<file path="src/rtl/apb3_param_router.sv">
// APB3 address router: one master port fanned out to NUM_SLAVES peripherals by a PADDR field,
// with decode errors, a PREADY watchdog, and error accounting (counter + last failing address).
module apb3_param_router #(
   parameter int unsigned NUM_SLAVES     = 4,
   parameter int unsigned ADDR_WIDTH     = 16,
   parameter int unsigned SEL_LSB        = 12,
   parameter int unsigned SLV_ADDR_WIDTH = 4,
   parameter int unsigned DATA_WIDTH     = 32,
   parameter int unsigned TIMEOUT        = 255
) (
   input  logic                             io_apb_PCLK,
   input  logic                             io_apb_PRESET,
   input  logic [ADDR_WIDTH-1:0]            io_apb_PADDR,
   input  logic                             io_apb_PSEL,
   input  logic                             io_apb_PENABLE,
   input  logic                             io_apb_PWRITE,
   input  logic [DATA_WIDTH-1:0]            io_apb_PWDATA,
   output logic                             io_apb_PREADY,
   output logic [DATA_WIDTH-1:0]            io_apb_PRDATA,
   output logic                             io_apb_PSLVERROR,
   output logic [SLV_ADDR_WIDTH-1:0]        s_PADDR,
   output logic [NUM_SLAVES-1:0]            s_PSEL,
   output logic                             s_PENABLE,
   output logic                             s_PWRITE,
   output logic [DATA_WIDTH-1:0]            s_PWDATA,
   input  logic [NUM_SLAVES-1:0]            s_PREADY,
   input  logic [NUM_SLAVES*DATA_WIDTH-1:0] s_PRDATA,
   input  logic [NUM_SLAVES-1:0]            s_PSLVERROR,
   output logic [7:0]                       err_count,
   output logic [ADDR_WIDTH-1:0]            last_err_addr,
   output logic                             timeout_pulse
);

   localparam int unsigned FW = ADDR_WIDTH - SEL_LSB;
   localparam int unsigned IW = (NUM_SLAVES > 1) ? $clog2(NUM_SLAVES) : 1;
   localparam int unsigned TW = 16;

   typedef enum logic [1:0] {IDLE, ACCESS, ABORT} state_t;

   state_t                r_state;
   logic [IW-1:0]         r_idx;
   logic                  r_decode_err;
   logic [TW-1:0]         r_timer;
   logic [7:0]            r_err_count;
   logic [ADDR_WIDTH-1:0] r_last_err_addr;
   logic                  r_timeout_pulse;

   logic [FW-1:0]         w_field;
   logic [31:0]           w_field_val;
   logic                  w_field_ok;
   logic                  w_setup;
   logic                  w_sel_phase;
   logic [DATA_WIDTH-1:0] w_rdata [NUM_SLAVES];
   logic                  w_slv_ready;
   logic                  w_slv_err;
   logic [DATA_WIDTH-1:0] w_slv_rdata;
   logic                  w_timer_exp;
   logic                  w_complete;
   logic                  w_err_done;

   assign w_field     = io_apb_PADDR[ADDR_WIDTH-1:SEL_LSB];
   assign w_field_val = 32'(w_field);
   assign w_field_ok  = (w_field_val < NUM_SLAVES);
   assign w_setup     = io_apb_PSEL & ~io_apb_PENABLE & (r_state == IDLE);
   assign w_sel_phase = w_setup | (r_state == ACCESS);

   // Live decode of the select field; ABORT and IDLE-without-setup never select.
   for (genvar i = 0; i < NUM_SLAVES; i++) begin : g_slv
      assign s_PSEL[i]  = io_apb_PSEL & w_sel_phase & w_field_ok & (w_field_val == 32'(i));
      assign w_rdata[i] = s_PRDATA[i*DATA_WIDTH +: DATA_WIDTH];
   end

   assign s_PADDR   = io_apb_PADDR[SLV_ADDR_WIDTH+1:2];
   assign s_PWRITE  = io_apb_PWRITE;
   assign s_PWDATA  = io_apb_PWDATA;
   assign s_PENABLE = io_apb_PENABLE & (r_state == ACCESS) & ~r_decode_err;

   // Response path always uses the index captured at setup, not the live address.
   assign w_slv_ready = s_PREADY[r_idx];
   assign w_slv_err   = s_PSLVERROR[r_idx];
   assign w_slv_rdata = w_rdata[r_idx];
   assign w_timer_exp = (r_timer == TW'(TIMEOUT - 1));

   always_comb begin
      io_apb_PREADY    = 1'b1;
      io_apb_PRDATA    = '0;
      io_apb_PSLVERROR = 1'b0;
      case (r_state)
         ACCESS: begin
            if (r_decode_err) begin
               io_apb_PSLVERROR = 1'b1;
            end else begin
               io_apb_PREADY    = w_slv_ready;
               io_apb_PRDATA    = w_slv_rdata;
               io_apb_PSLVERROR = w_slv_err;
            end
         end
         ABORT:   io_apb_PSLVERROR = 1'b1;
         default: ;
      endcase
   end

   assign w_complete = ((r_state == ACCESS) & (r_decode_err | w_slv_ready)) | (r_state == ABORT);
   assign w_err_done = w_complete & io_apb_PSLVERROR;

   always_ff @(posedge io_apb_PCLK) begin
      if (io_apb_PRESET) begin
         r_state         <= IDLE;
         r_idx           <= '0;
         r_decode_err    <= 1'b0;
         r_timer         <= '0;
         r_err_count     <= '0;
         r_last_err_addr <= '0;
         r_timeout_pulse <= 1'b0;
      end else begin
         r_timeout_pulse <= 1'b0;
         case (r_state)
            IDLE: begin
               if (w_setup) begin
                  r_idx        <= IW'(w_field);
                  r_decode_err <= ~w_field_ok;
                  r_timer      <= '0;
                  r_state      <= ACCESS;
               end
            end
            ACCESS: begin
               // Slave ready wins over a coincident watchdog expiry.
               if (r_decode_err || w_slv_ready) begin
                  r_state <= IDLE;
               end else if (w_timer_exp) begin
                  r_state         <= ABORT;
                  r_timeout_pulse <= 1'b1;
               end else begin
                  r_timer <= r_timer + TW'(1);
               end
            end
            ABORT:   r_state <= IDLE;
            default: r_state <= IDLE;
         endcase
         if (w_err_done) begin
            if (r_err_count != 8'hFF) r_err_count <= r_err_count + 8'd1;
            r_last_err_addr <= io_apb_PADDR;
         end
      end
   end

   assign err_count     = r_err_count;
   assign last_err_addr = r_last_err_addr;
   assign timeout_pulse = r_timeout_pulse;

endmodule

</file>
<file path="config.mk">
export PLATFORM = sky130hd
export DESIGN_NAME = apb3_param_router
export DESIGN_NICKNAME = d
export VERILOG_FILES = /design/src/rtl/apb3_param_router.sv
export SDC_FILE = /design/constraint.sdc
export NUM_CORES = 1
export LEC_CHECK = 0
export CORE_AREA = 2 2 111 113
export CTS_CLUSTER_DIAMETER = 30
export DETAILED_ROUTE_END_ITERATION = 7
export DIE_AREA = 0 0 113 115
export PLACE_DENSITY = 0.78
export SLEW_MARGIN = 20
export SYNTH_ARGS = -nofsm -noshare
export SYNTH_HDL_FRONTEND = slang
export SYNTH_SLANG_ARGS = --single-unit
</file>
<file path="constraint.sdc">
create_clock -name io_apb_PCLK -period 2.93 [get_ports io_apb_PCLK]
set_input_delay 0.4395 -clock io_apb_PCLK [delete_from_list [all_inputs] [get_ports io_apb_PCLK]]
set_output_delay 0.4395 -clock io_apb_PCLK [all_outputs]
set_load 0.02 [all_outputs]
</file>
Word-level counts from Yosys, hierarchy flattened
Index checks and enable logic that the tools add are counted.
Widths: inputs -> output; s select.
Operators by class
  $add $sub $neg: 2
  order comparisons: 3
  equality and inequality tests: 11
  mux-type cells: 22
  bitwise logic cells: 20
  reduce and logical (&&, ||, !) cells: 9
Operators by type and width (count)
  $mux 32: 4
  $bmux 32 s2: 1
  $mux 16: 3
  $logic_not 32->1: 1
  $pmux 16 s2: 1
  $add 16x1->16 const B: 1
  $eq 16x8->1 const B: 1
  $and 1x1->1: 12
  $add 8x1->8 const B: 1
  $eq 4x2->1 const B: 2
  $ne 8x8->1 const B: 1
  $mux 1: 6
  $mux 2: 3
  $ne 2x2->1 const B: 3
  $reduce_and 2->1: 3
  $bmux 1 s2: 2
  $eq 4x1->1 const B: 1
  $lt 4x3->1 const B: 1
  $not 1->1: 4
  $pmux 2 s2: 1
  $reduce_and 4->1: 1
  $ge 3x3->1 const B: 1
  $lt 2x3->1 const B: 1
  $ne 3x2->1 const B: 1
  9 further kinds: 11
Storage, ports and cells
  register bits after elaboration: 46
  input bits: 189
  output and inout bits: 101
  logic and storage cells: 74

Depth between registers and ports, before layout
Gate-level depths: netlist of the first run.
  depth after elaboration: 7
  mapped depth: 8
  gate-level depth less buffers: 8

Worst setup path after synthesis of the first run
No wires, ideal clock.
  path kind: flip-flop to output port
  start point: reg r_idx[0]
  end point: out io_apb_PRDATA[10]
  arrival: 1727 ps
  required time: 2491 ps
  path slack: 763 ps
  cell stages (with the launch flop): 5
  buffers on the path: 2
  cells stage by stage: dfxtp_1 buf_6 buf_1 mux4_2 nor2b_1
On the way
  cells in the longest elaborated chain, start to end: 6
RTL lines
  start, declared: line 41  | logic [IW-1:0] r_idx;
  start signal, assigned: line 120  | r_idx <= IW'(w_field);
  $not 2->3 (implied by the code): line 81  | assign w_slv_rdata = w_rdata[r_idx];
  $bmux 32 s2: line 81
  $mux 32 (implied by the code) (2 in series): line 81
  $mux 32: line 90  | if (r_decode_err) begin
  $mux 32: line 88  | case (r_state)
  end, declared: line 19  | output logic [DATA_WIDTH-1:0] io_apb_PRDATA,
No other way between the ends. The select of a mux whose other input is x is not followed.

Final worst setup path of the first run
  start point: reg r_idx[0]
  end point: out io_apb_PRDATA[6]
Same word-level chain as after synthesis.

==> flow_summary.json, run 1 <==
{
  "path_delay_family": "buffers and inverters",
  "antenna_left": 0,
  "dr_total_vias": 3448,
  "finalCritPeriodShare": 0.938,
  "finalNonFillerCells": 694,
  "hold_viol_final": 0,
  "clkPwrFrac": 0.355,
  "ios": 290,
  "clock_skew_ns": 0.00548,
  "fin_util": 0.480,
  "relSlewSlack": 0.601,
  "synth_ff_type": "dfxtp_1",
  "maxCapViolCount": 0,
  "numClockSinks": 46,
  "drt_pre_antenna_iters": 8,
  "ir_drop_mv": 0.292,
  "grt_pass1_wl_um": 17800,
  "antenna_cells_inserted": 0,
  "max_freq_ghz": 0.364,
  "leakagePower_nw": 1.90,
  "path_max_fanout": 30,
  "antenna_found_initial": 1,
  "nets": 741,
  "dpl_cell_area_um2": 5500,
  "rsz0062_at_grt": "no",
  "port_buffers": 223,
  "synth_edf_count": 0,
  "yosysSeqAreaShare": 0.271,
  "power_switching_w": 0.000416,
  "final-setup-viol-count": 0,
  "viasPerCell": 4.97,
  "pwr-share-seq": 0.357,
  "ys_ff_latch": 46,
  "swShare": 0.233,
  "grt_usage": 0.169,
  "arrival_ns": 2.31,
  "hp-class": "flip-flop to flip-flop",
  "ctsHoldBuffers": 0,
  "crit_path_cell_trace": "buf_12 -> mux4_2 -> nor2b_1 -> clkdlybuf4s50_1",
  "synth_area_leaders": "dfxtp_1 (27%), mux4_2 (23%), buf_4 (8.4%)",
  "fin_area_um2": 5670,
  "r2r_start": "r_idx[0]",
  "root_buffer": "clkbuf_16",
  "die_h_um": 115,
  "layout-drive-gt1-share": 0.0987,
  "wl_per_cell_um": 17.1,
  "critPathKind": "flip-flop to primary output",
  "route.detailed.drc": 13,
  "placedCellCount": 686,
  "die_x_um": 113,
  "grt_pass1_vias": 3565,
  "cts.reportedPaths.clkPinSlew_ns": 0.06,
  "gp_congestion": 0.793,
  "clk_latency_ns": 0.29,
  "syn_to_final_growth_pct": 66.7,
  "power.density_nw_per_um2": 315,
  "dieArea_um2": 13000,
  "yosysTopAreaCell": "dfxtp_1",
  "cts_tree": "yes",
  "overflow": 0,
  "async_flop_share": 0,
  "final.min_clock_period_ns": 2.75,
  "synth_top_area_share": 0.271,
  "ctsHtreeMaxLevel": 2,
  "netlist_area_um2": 3400,
  "grt_max_degree": 36,
  "violations": "DRC",
  "synth_cells": 368,
  "outcome": "finished with violations",
  "cp-startpoint": "r_idx[0]",
  "synth_cell_types": 42,
  "ys.warnings.count": 0,
  "p_total_w": 0.00179,
  "worstHoldStart": "last_err_addr[3]",
  "crit_required_ns": 2.49,
  "power_frac_comb": 0.288,
  "critPathBufInv": 2,
  "finalSetupTns_ns": 0,
  "critPathMaxStageDelay_ns": 0.56,
  "cts_max_path_buffers": 2,
  "power.internal_w": 0.00137,
  "initial_core_util": 0.288,
  "critical_path.endpoint_type": "primary output",
  "cts_buffers": 5,
  "drtIter0Drc": 208,
  "rows": 40,
  "final_max_slew_viol_count": 0,
  "cp_slowest_cell": "clkdlybuf4s50_1",
  "syn_nets": 563,
  "startpoint_type": "flip-flop",
  "wl_um": 11800,
  "dp_hpwl_um": 9750,
  "core_area_um2": 11800,
  "avgSynthCellArea_um2": 9.24,
  "tightest_slew_ns": 0.593
}
cells in the final DEF (no fill, tap or decap), types with 4 or more instances in the layout:
| master | instances |
|---|---|
| xor2_1 | 11 |
| inv_1 | 5 |
| a21oi_1 | 26 |
| clkdlybuf4s50_1 | 222 |
| nand4_1 | 8 |
| nor2b_1 | 33 |
| buf_4 | 5 |
| o21ai_0 | 5 |
| nand2_1 | 44 |
| o31ai_1 | 4 |
| nor2_1 | 31 |
| and3_1 | 6 |
| dfxtp_1 | 45 |
| nand3_1 | 8 |
| and4_1 | 4 |
| mux4_2 | 34 |
| or3_1 | 5 |
| clkbuf_16 | 5 |
| ha_1 | 5 |
stage by stage:
step	hold WS [ns]	setup slack, ns
floorplan	0.454	0.763
global placement	0.443	0.342
detailed placement	0.450	0.264
CTS	0.459	0.168
global route	0.487	0.0684
finish	0.462	0.182
registers in the layout, indices dropped and copies added, names as in the netlist:
name and count:
last_err_addr 16, r_timer 16, err_count 8, r_idx 2, r_state 2, r_decode_err 1
timeout_pulse 1
cells in the mapped netlist, types with 3 or more instances:
cell type,number
buf_1,4
buf_6,3
o211ai_1,3
or4_1,3
ha_1,6
o21ai_0,5
inv_1,5
nor2b_1,33
mux2i_1,3
nand3_1,8
buf_4,38
mux4_2,34
o31ai_1,4
or3_1,5
and4_1,4
nand4_1,8
and3_1,6
xor2_1,11
nor2_1,31
dfxtp_1,46
a21oi_1,26
clkbuf_1,12
nand2_1,44
nand2b_1,3
logic make-up (layout without fill, tap and decap cells):
family	after synthesis	in the layout	share of synthesized area
adders and majority gates	6	6	0.0221
muxes	37	37	0.234
AOI/OAI and AO/OA	49	49	0.0916
xor gates and xnor gates	13	13	0.0335
buffers and inverters	63	242	0.118
DFF	46	46	0.271
and+or+nand+nor	154	154	0.230
tightest hold or removal path, stage by stage (launching register included):
cell and delay (ns):
dfxtp_1 0.31, nand2_1 0.05, a21oi_1 0.05
timing repair:
item                       4_1_cts  5_1_grt
buffers inserted                 0        0
gates resized for setup          0        1
setup endpoints to repair        0        1
worst paths after layout:
kind,slack (ns),depth (start not counted),endpoint
min,0.46,2,last_err_addr[3]
max reg2reg,0.58,5,r_timer[6]
min reg2reg,0.46,2,last_err_addr[3]
max,0.18,4,io_apb_PRDATA[6]
layout make-up:
class	count	area, um2
fillers	1077	6140
repair buffers	229	2300
clock inverters	2	37.5
clock buffers	6	129
multi-input cells	259	2080
inverters	5	18.8
well taps	147	184
flip-flops and latches	46	922
power groups by stage:
stage | clock network, W | registers, W | logic [W]
final | 0.000634 | 0.000637 | 0.000514
after global routing | 0.000670 | 0.000637 | 0.000548
after CTS | 0.000649 | 0.000637 | 0.000518
after detailed placement | 0 | 0.000651 | 0.000515
after global placement | 0 | 0.000651 | 0.000505
after floorplan | 0 | 0.000649 | 0.000281
layer usage:
metal | global-route usage | share of wire | wire length (um)
met1 | 0.199 | 0.37 | 4400
met2 | 0.297 | 0.53 | 6270
met3 | 0.0506 | 0.079 | 940
met4 | 0.0545 | 0.019 | 221
met5 | 0 | 0.0010 | 12
(Power assumes the default switching activity.)
==> inputs of run 2 (changes only) <==
--- a/config.mk
+++ b/config.mk
@@ -5,6 +5,7 @@
 export SDC_FILE = /design/constraint.sdc
 export NUM_CORES = 1
 export LEC_CHECK = 0
+export CAP_MARGIN = 20
 export CORE_AREA = 2 2 111 113
 export CTS_CLUSTER_DIAMETER = 30
 export DETAILED_ROUTE_END_ITERATION = 7
==> constraint.sdc (replaced) <==
create_clock -name io_apb_PCLK -period 3 [get_ports io_apb_PCLK]
set_input_delay 0.45 -clock io_apb_PCLK [delete_from_list [all_inputs] [get_ports io_apb_PCLK]]
set_output_delay 0.45 -clock io_apb_PCLK [all_outputs]
set_load 0.02 [all_outputs]
==> run 2 against run 1 <==
  * The flow still finishes with violations (DRC)
  * Largest power group is now clock
  * Core utilization rose by 0.25 points
  * Sequential power fell by 2%
  * Non-clock buffer count did not move
  * Critical path type unchanged
  * Flip-flop and latch count did not move
  * Count of clock-buffer cells in the layout did not move
==> flow_summary.json, run 2 (synthesis results as in run 1) <==
{
  "pre_cts_ws_ns": 0.330,
  "wl_um": 11900,
  "syn_to_final_growth_pct": 67.6,
  "antenna_left": 0,
  "fillers": 1077,
  "wl_per_cell_um": 17.1,
  "path_max_fanout": 7,
  "root_buffer": "clkbuf_16",
  "clk_latency_ns": 0.29,
  "max_freq_ghz": 0.362,
  "clock_skew_ns": 0.00530,
  "mostFrequentLayoutCells": "clkdlybuf4s50_1 (222), dfxtp_1 (45), nand2_1 (44)",
  "grt_max_degree": 36,
  "layout-drive-gt1-share": 0.0987,
  "antenna_found_initial": 1,
  "initial_core_util": 0.288,
  "viasPerCell": 5.03,
  "final.min_clock_period_ns": 2.76,
  "cts_buffers": 5,
  "leakagePower_nw": 1.92,
  "r2r_cells": 5,
  "critPathBufInv": 2,
  "nets": 741,
  "fin_util": 0.483,
  "ios": 290,
  "dr_total_vias": 3493,
  "die_h_um": 115,
  "ctsHtreeMaxLevel": 2,
  "rsz0062_at_grt": "no",
  "power.density_nw_per_um2": 324,
  "cp_slowest_cell": "clkdlybuf4s50_1",
  "rows": 40,
  "ctsResizeCount": 0,
  "cts_tree": "yes",
  "tightest_slew_ns": 0.606,
  "relSlewSlack": 0.592,
  "final_max_slew_viol_count": 0,
  "die_x_um": 113,
  "finalSetupTns_ns": 0,
  "arrival_ns": 2.31,
  "cts.reportedPaths.clkPinSlew_ns": 0.06,
  "setup_slack_ns": 0.237,
  "ctsHoldBuffers": 0,
  "antenna_cells_inserted": 0,
  "critical_path_depth": 6,
  "drt_pre_antenna_iters": 6,
  "violations": "DRC",
  "cts_max_path_buffers": 2,
  "hp-class": "flip-flop to flip-flop",
  "route.detailed.drc": 13,
  "postCtsSetupBuffers": 0,
  "crit_path_cell_trace": "inv_1 -> ha_1 -> a21oi_1 -> nor2_1 -> nor3b_1 -> clkdlybuf4s50_1",
  "final-setup-viol-count": 0,
  "p_total_w": 0.00185,
  "hold_viol_final": 0,
  "ir_drop_mv": 0.277,
  "dieArea_um2": 13000,
  "grt_pass1_wl_um": 18100,
  "drtIter0Drc": 213,
  "core_area_um2": 11800,
  "path_delay_family": "buffers and inverters",
  "dp_hpwl_um": 9810,
  "grt_pass1_vias": 3572,
  "grt_usage": 0.172,
  "startpoint_type": "flip-flop",
  "numClockSinks": 46,
  "gp_congestion": 0.813,
  "hold_depth": 2,
  "finalCritPeriodShare": 0.921,
  "crit_required_ns": 2.55,
  "critical_path.endpoint_type": "primary output",
  "layout_commonest_cell": "clkdlybuf4s50_1",
  "overflow": 0,
  "maxCapViolCount": 0,
  "critPathKind": "flip-flop to primary output",
  "critPathMaxStageDelay_ns": 0.64,
  "outcome": "finished with violations",
  "port_buffers": 223
}
-- run 2: cell count changes in the layout (fill, tap and decap cells not counted) --
cell        change
clkinvlp_4      -1
clkbuf_8        +1
clkbuf_1        -1
ha_2            -1
ha_1            +1
bufinv_16       +1
-- run 2: final timing paths --
path	from	to	slack (ns)
min reg2reg	last_err_addr[4]	last_err_addr[4]	0.46
max	r_state[0]	s_PSEL[0]	0.24
min	last_err_addr[4]	last_err_addr[4]	0.46
max reg2reg	r_idx[0]	last_err_addr[6]	0.66
-- run 2: through the flow --
stage	cell area, um2	hold slack [ns]	cells
global placement	5500	0.443	686
global route	5700	0.490	694
finish	5700	0.462	694
CTS	5700	0.463	694
detailed placement	5500	0.455	686
floorplan	3400	0.454	368
-- run 2: layout make-up --
| type | instances | area (um2) | area share |
|---|---|---|---|
| clock buffer | 6 | 139 | 0.0244 |
| clock inverter | 2 | 60.1 | 0.0105 |
| inverter | 5 | 18.8 | 0.00329 |
| multi-input combinational | 259 | 2080 | 0.364 |
| sequential | 46 | 922 | 0.162 |
| tap | 147 | 184 | 0.0323 |
| timing repair buffer | 229 | 2300 | 0.403 |
-- run 2: worst reg2reg max path: stages, from the launching register on --
cell	delay (ns)
dfxtp_2	0.45
mux4_2	0.63
a211o_1	0.39
nand2b_1	0.44
nand2_1	0.17
a21oi_1	0.19
-- run 2: per-layer routing --
metal / routed length, um / GRT usage
met5: 14 / 0
met2: 6200 / 0.307
met4: 271 / 0.0528
met1: 4510 / 0.203
met3: 880 / 0.0480
-- run 2: report_power, final --
group	leakage, nW	internal, W	switching, W
Combinational	1.46	0.000328	0.000176
Clock	0.0971	0.000500	0.000222
Sequential	0.371	0.000616	0.00000596
Total	1.92	0.00144	0.000404
